### src/rtl/uart_tx_arbiter.sv
// Shares one UART transmitter among NUM_REQ byte-stream requesters.
// Round-robin grant locked for a whole packet, one-entry holding register toward
// the transmitter, and an optional stall timeout that releases a stuck lock.
module uart_tx_arbiter #(
  parameter int unsigned NUM_REQ = 2,
  parameter int unsigned TIMEOUT = 255
) (
  input  logic                 clk,
  input  logic                 rst,
  input  logic                 en,
  input  logic [NUM_REQ-1:0]   req_valid,
  input  logic [NUM_REQ*8-1:0] req_data,
  input  logic [NUM_REQ-1:0]   req_last,
  output logic [NUM_REQ-1:0]   req_ready,
  output logic                 tx_valid,
  output logic [7:0]           tx_data,
  input  logic                 tx_ready,
  output logic [1:0]           grant,
  output logic                 locked,
  output logic                 timeout_pulse
);

  // A zero TIMEOUT still needs a legal (unused) counter width.
  localparam int unsigned CntW = (TIMEOUT > 0) ? $clog2(TIMEOUT + 1) : 1;

  typedef enum logic [0:0] {StIdle, StLocked} state_e;

  state_e            state_q;
  logic [1:0]        rr_ptr_q;
  logic [CntW-1:0]   idle_cnt_q;

  // Requester buses padded to the 4-requester maximum so a 2-bit index always fits.
  logic [3:0]        valid_pad;
  logic [3:0]        last_pad;
  logic [31:0]       data_pad;
  logic              sel_valid;
  logic              sel_last;
  logic [7:0]        sel_data;
  logic              can_take;
  logic              accept;
  logic              found;
  logic [1:0]        pick;
  logic [2:0]        cand;
  logic [1:0]        rr_after;
  logic              timeout_hit;

  assign valid_pad = 4'(req_valid);
  assign last_pad  = 4'(req_last);
  assign data_pad  = 32'(req_data);

  // Select the owner's request signals and decide whether a byte moves this cycle.
  always_comb begin
    sel_valid   = valid_pad[grant];
    sel_last    = last_pad[grant];
    sel_data    = data_pad[{grant, 3'b000} +: 8];
    locked      = (state_q == StLocked);
    can_take    = en & (~tx_valid | tx_ready);
    accept      = locked & can_take & sel_valid;
    rr_after    = (grant == 2'(NUM_REQ - 1)) ? 2'd0 : grant + 2'd1;
    timeout_hit = (TIMEOUT != 0) && (idle_cnt_q == CntW'(TIMEOUT - 1));
    req_ready   = '0;
    for (int i = 0; i < NUM_REQ; i++) begin
      req_ready[i] = locked & can_take & (grant == 2'(i));
    end
  end

  // Round-robin search starting at rr_ptr, wrapping modulo NUM_REQ.
  always_comb begin
    pick  = rr_ptr_q;
    found = 1'b0;
    cand  = '0;
    for (int unsigned k = 0; k < NUM_REQ; k++) begin
      cand = {1'b0, rr_ptr_q} + 3'(k);
      if (cand >= 3'(NUM_REQ)) cand = cand - 3'(NUM_REQ);
      if (!found && valid_pad[cand[1:0]]) begin
        found = 1'b1;
        pick  = cand[1:0];
      end
    end
  end

  // Arbitration FSM, holding register and stall counter.
  always_ff @(posedge clk) begin
    if (rst) begin
      state_q       <= StIdle;
      rr_ptr_q      <= '0;
      grant         <= '0;
      idle_cnt_q    <= '0;
      tx_valid      <= 1'b0;
      tx_data       <= '0;
      timeout_pulse <= 1'b0;
    end else begin
      timeout_pulse <= 1'b0;

      // The held byte drains independently of en and arbitration state.
      if (accept) begin
        tx_valid <= 1'b1;
        tx_data  <= sel_data;
      end else if (tx_ready) begin
        tx_valid <= 1'b0;
      end

      case (state_q)
        StIdle: begin
          if (en && found) begin
            grant      <= pick;
            idle_cnt_q <= '0;
            state_q    <= StLocked;
          end
        end
        StLocked: begin
          if (!en) begin
            state_q <= StIdle;
          end else if (accept) begin
            idle_cnt_q <= '0;
            if (sel_last) begin
              state_q  <= StIdle;
              rr_ptr_q <= rr_after;
            end
          end else begin
            if (idle_cnt_q != '1) idle_cnt_q <= idle_cnt_q + CntW'(1);
            if (timeout_hit) begin
              state_q       <= StIdle;
              rr_ptr_q      <= rr_after;
              timeout_pulse <= 1'b1;
            end
          end
        end
        default: state_q <= StIdle;
      endcase
    end
  end

endmodule

### config.mk
export PLATFORM = sky130hd
export DESIGN_NAME = uart_tx_arbiter
export DESIGN_NICKNAME = d
export VERILOG_FILES = /design/src/rtl/uart_tx_arbiter.sv
export SDC_FILE = /design/constraint.sdc
export NUM_CORES = 1
export LEC_CHECK = 0
export ABC_AREA = 1
export CAP_MARGIN = 25
export CORE_ASPECT_RATIO = 1.5
export CORE_MARGIN = 8
export CORE_UTILIZATION = 32
export CTS_CLUSTER_SIZE = 30
export DETAILED_ROUTE_END_ITERATION = 16
export GPL_ROUTABILITY_DRIVEN = 0
export GPL_TIMING_DRIVEN = 0
export PLACE_DENSITY = 0.61
export SETUP_SLACK_MARGIN = 0.05
export SKIP_CTS_REPAIR_TIMING = 1
export SLEW_MARGIN = 20
export SYNTH_ARGS = -nofsm -noshare
export SYNTH_HDL_FRONTEND = slang
export SYNTH_SLANG_ARGS = --single-unit
### constraint.sdc
create_clock -name clk -period 1.9 [get_ports clk]
set_input_delay 0.38 -clock clk [delete_from_list [all_inputs] [get_ports clk]]
set_output_delay 0.38 -clock clk [all_outputs]
set_load 0.02 [all_outputs]
[Word-level counts from Yosys, hierarchy flattened]
Cells that the tools add are included.
Cells by class
  $add $sub $neg: 5
  $mul: 0
  divide/modulo/power cells: 0
  magnitude comparators: 5
  equal/unequal tests: 7
  shift operators: 1
  muxes and demuxes: 32
  bitwise gates (word level): 9
  reductions and logical operators: 10
Operators with widths (number)
  8-bit 2-to-1 mux: 4
  32-bit by 6-bit indexed part select with 8-bit output: 1
  2-bit 2-to-1 mux: 8
  8-bit one-hot mux with 2 select lines: 1
  1-bit 2-to-1 mux: 14
  2-bit by 3-bit < comparator with 1-bit output (second input constant): 3
  8-bit by 1-bit adder with 8-bit output (second input constant): 1
  1-bit binary-select mux with 2-bit select: 4
  8-bit == test (second input constant): 1
  8-bit inequality test (second input constant): 1
  2-bit inequality test (second input constant): 3
  1-bit bitwise AND: 5
  4-bit AND reduction: 1
  2-bit nonzero test: 2
  4-bit OR reduction: 1
  2-bit subtractor (second input constant): 2
  2-bit by 1-bit adder with 3-bit output (second input constant): 1
  3-bit by 2-bit >= comparator with 1-bit output (second input constant): 1
  3-bit by 1-bit inequality test with 1-bit output (second input constant): 1
  1-bit inverter: 3
  3-bit AND reduction: 1
  2-bit by 1-bit adder with 2-bit output (second input constant): 1
  2-bit by 1-bit == test with 1-bit output (second input constant): 1
  2-bit >= comparator (second input constant): 1
  other kinds (6): 7
Word-level totals
  register bits after elaboration: 23
  latch bits: 0
  RAM bits: 0
  memory bits (read-only): 0
  input port bits: 24
  output and inout port bits: 15
  word-level logic and storage cells: 76
  memories: 0

[Longest topological paths before layout]
  word-level depth: 11
  depth in mapped cells: 10

[Least setup slack after synthesis]
No wires, ideal clock.
  kind: register -> output
  start: reg state_q (netlist: locked)
  end: out req_ready[0]
  arrival time: 1.396 ns
  required time: 1.520 ns
  setup slack: 0.124 ns
  cell stages (with the launch flop): 5
  path through: dfxtp_1 nand2_1 a21oi_4 inv_1 nor3_1
Between the ends
  longest elaborated chain between the ends: 2
Ends and longest elaborated chain
  start: declaration: RTL line 28  | state_e state_q;
  start signal: assignment: RTL line 85  | state_q <= StIdle;
  start signal: assignment: RTL line 108  | state_q <= StLocked;
  start signal: assignment: RTL line 113  | state_q <= StIdle;
  1-bit bitwise AND (2 in series): RTL line 63  | req_ready[i] = locked & can_take & (grant == 2'(i));
  end: declaration: RTL line 14  | output logic [NUM_REQ-1:0] req_ready,
No other way between the ends.

[Worst setup path after layout]
Same ends and word-level chain as after synthesis.

==> results by stage <==
Synth:
- The number of warnings issued by yosys is 0.
- The synthesized area per cell is 6.87 um^2.
- The net count after synthesis is 208.
- After synthesis the cells add up to 1250 um^2.
- Counting distinct cell types in the post-synthesis netlist gives 25.
- The async set-reset flop share out of synthesis is 0%.
- The portion of synthesized cell area occupied by the leading cell type is 36.8%.
- The number of enable-type register cells in the synthesized netlist is 0.
- Ranked by total cell area, the synthesized netlist is headed by sky130_fd_sc_hd__dfxtp_1 37%, sky130_fd_sc_hd__nand2_1 14%, sky130_fd_sc_hd__nand3_1 8.0%.
- Synthesis inferred 23 register bits.
- Among all cell types in the netlist, the one instantiated most often is sky130_fd_sc_hd__nand2_1.
- The most used flip-flop cell after synthesis is sky130_fd_sc_hd__dfxtp_1.
- The sequential fraction of the synthesis area is 36.8%.
- Ranked by instance count, the synthesized netlist is headed by 48 x sky130_fd_sc_hd__nand2_1, 23 x sky130_fd_sc_hd__dfxtp_1, 21 x sky130_fd_sc_hd__inv_1.
- The cell count after synthesis is 182.
- sky130_fd_sc_hd__dfxtp_1 takes more of the synthesized area than any other cell.

Placed design:
- The number of buffers added on ports is 37.
- The cell count after placement is 264.
- The setup slack at placement is -0.620 ns.
- The HPWL after detailed placement is 2.83 mm.

Timing:
- Setup violations remaining at the end of the flow were counted as 0.
- Setup repair after global routing left no endpoint under its margin.
- The final period demand of the worst path is 1.75 ns.
- The slew at the pin with the worst max-slew slack is 0.517 ns.
- The accumulated negative setup slack is 0 ns.
- The period utilization is 91.9%.
- Measured against its own limit, the worst slew margin works out to 65.5%.
- After layout, the worst setup slack is 0.154 ns.
- The count of final hold-check violations is 0.
- For this run, the top clock speed supported by timing is 573 MHz.
- The number of max-slew violations in the final report came to 0.
- The clock arrives with 0.00208 ns of skew.

Detailed routing:
- The routed wire length is 3.51 mm.
- The detail-routed net length per standard cell is 13.0 um.
- After the first detailed-routing iteration, the DRC count stood at 32.
- In the routed design, unresolved DRC markers number 0.
- The per-cell via count in the routed design is 4.70.
- The number of routed nets with antenna violations is 0.
- The detailed-routing iteration count for the pre-antenna-repair pass is 4.
- The total via count after detailed routing is 1263.

Die:
- During I/O placement, the number of pins put on the boundary was 39.
- The total number of placement rows is 28.
- The overall die height is 92.6 um.
- The chip width is 67.1 um.
- For this configuration, the core starts out at a cell density of 32.5%.
- The floorplan step defined a die boundary enclosing 6210 um^2.
- The total core area is 3850 um^2.

Finish:
- The final standard cell count with taps included and fillers excluded is 269.
- The post-route netlist has 11.6% of its cells at a drive strength greater than 1.
- Compared with the post-synthesis result, the final layout area differs by 39.9%.
- The number of antenna repair diodes is 0.
- At the end of the flow, the number of nets in the layout was 251.
- The number of inserted filler cells in the final layout is 410.

Critical path:
- The signal on the critical path passes through nand2_2 > a21oi_4 > inv_2 > nor3_2 > buf_4.
- The worst setup path is captured at a primary output.
- The kind of critical path is flop to primary output.
- For the worst flop-to-flop path, the logic depth is 8.
- The highest fanout seen on the critical path is 6.
- On the critical path, the stage with the largest delay is an instance of sky130_fd_sc_hd__dfxtp_2.
- On the worst path, the slowest cell contributes a delay of 0.41 ns.
- The worst setup path is launched from a flop.
- The data arrival time of the critical path is 1.37 ns.
- For the worst setup path, the data required time is 1.52 ns.

Hold path:
- Along the worst hold path, the cell count comes to 4.
- The class of the most critical hold timing path is input port to flop.

Global route:
- The number of antenna violations at the first check in global routing is 0.
- The global-route wire length before repair is 6.20 mm.
- The via count of the first global-routing pass was 1340.
- Across every metal layer, demand over resource in global routing totals 12.6%.
- The total overflow left after global routing is 0.
- The largest net degree at the start of global routing is 13.

Run status:
- The flow ran to the end, and the final reports show no timing, DRC or antenna violations.

Clock network:
- Counting the buffers created by CTS gives 3.
- After clock tree synthesis, the clock-pin slew on the worst setup and hold paths is 0.08 ns.
- The clock root buffer is sky130_fd_sc_hd__clkbuf_8.
- Counting along the longest clock path gives a buffer depth of 2.
- TritonCTS built the clock tree.
- For this design, the sink count on the clock tree is 23.
- The H-tree depth is 1.
- For the worst-skew pair, the clock arrives at the later sink with an insertion delay of 0.27 ns.

Flow run:
- Max-cap violations in this run came to 0.

Pwr:
- In this run the static leakage power is 0.748 nW.
- VDD sags by at most 0.414 mV.
- The power density over the cells is 611 nW/um^2.
- The post-route total power is 0.00107 W.
## where the power goes
part / internal (W) / switching, W / total, W / leakage [nW]
Combinational: 0.000112 / 0.000125 / 0.000238 / 0.539
Sequential: 0.000499 / 0.0000171 / 0.000516 / 0.187
Clock: 0.000150 / 0.000166 / 0.000316 / 0.0228
Total: 0.000762 / 0.000308 / 0.00107 / 0.748
## cells in the final DEF, fill, tap and decap left out, types with 3 or more instances in the layout
cell type                         Yosys  layout
sky130_fd_sc_hd__nand2_1             48      47
sky130_fd_sc_hd__clkdlybuf4s50_1      0      31
sky130_fd_sc_hd__dfxtp_1             23      22
sky130_fd_sc_hd__nand3_1             20      20
sky130_fd_sc_hd__inv_1               21      19
sky130_fd_sc_hd__nor2_1              17      17
sky130_fd_sc_hd__a31oi_1              9       9
sky130_fd_sc_hd__o21ai_0              8       8
sky130_fd_sc_hd__a21oi_1              7       7
sky130_fd_sc_hd__o21ai_1              5       5
sky130_fd_sc_hd__inv_2                2       4
sky130_fd_sc_hd__dlymetal6s2s_1       0       4
sky130_fd_sc_hd__clkbuf_1             3       3
sky130_fd_sc_hd__clkbuf_8             0       3
sky130_fd_sc_hd__buf_4                0       3
## state kept, by name, summed over array words and instances (netlist names)
| name | count |
|---|---|
| idle_cnt_q | 8 |
| tx_valid | 1 |
| grant | 2 |
| locked | 1 |
| timeout_pulse | 1 |
| tx_data | 8 |
| rr_ptr_q | 2 |
## logic make-up after synthesis
family	after synthesis	synth area share, %
and+or+nand+nor	95	35.3
AOI/OAI and AO/OA	34	16.3
buffers and inverters	28	9.60
DFF	23	36.8
adders and majority gates	2	2.00
## area by class of cell
class                      instances  area (um^2)  area share, %
timing repair buffer              38          383           21.9
inverter                          23         86.3           4.93
sequential                        23          462           26.4
tap                               45         56.3           3.22
buffer                             5         35.0           2.00
multi-input combinational        131          683           39.0
clock buffer                       4         45.0           2.57
## worst max-delay path: cells and delay by family (launching register included)
| family | cells | cell delay (ns) |
|---|---|---|
| flip-flops | 1 | 0.41 |
| AO/OA/AOI/OAI | 1 | 0.16 |
| buffers and inverters | 2 | 0.24 |
| AND/OR/NAND/NOR | 2 | 0.29 |
## final timing paths
kind / from / end / slack [ns]
max: locked$_SDFF_PP0_ / req_ready[0] / 0.15
min: tx_ready / tx_valid$_SDFFE_PP0P_ / 0.41
max reg2reg: grant[1]$_SDFFE_PP0P_ / idle_cnt_q[7]$_SDFFE_PP0P_ / 0.37
min reg2reg: rr_ptr_q[0]$_SDFFE_PP0P_ / rr_ptr_q[0]$_SDFFE_PP0P_ / 0.49
## per-layer routing
layer,global-route usage [%],share of wire [%],up-vias
li1,-,-,680
met1,13.1,39,546
met2,21.7,52,32
met3,4.59,6.8,5
met4,5.25,1.8,0
met5,0,0,-
## stage by stage
step           hold slack, ns  utilization, %  cell area [um^2]
5_1_grt                 0.434            45.4              1750
2_1_floorplan           0.452               -              1250
3_3_place_gp            0.471            43.5              1680
3_5_place_dp            0.472            43.5              1680
4_1_cts                 0.457            44.7              1720
6_report                0.409            45.4              1750
Note: power is estimated with default switching activity, not from simulation.
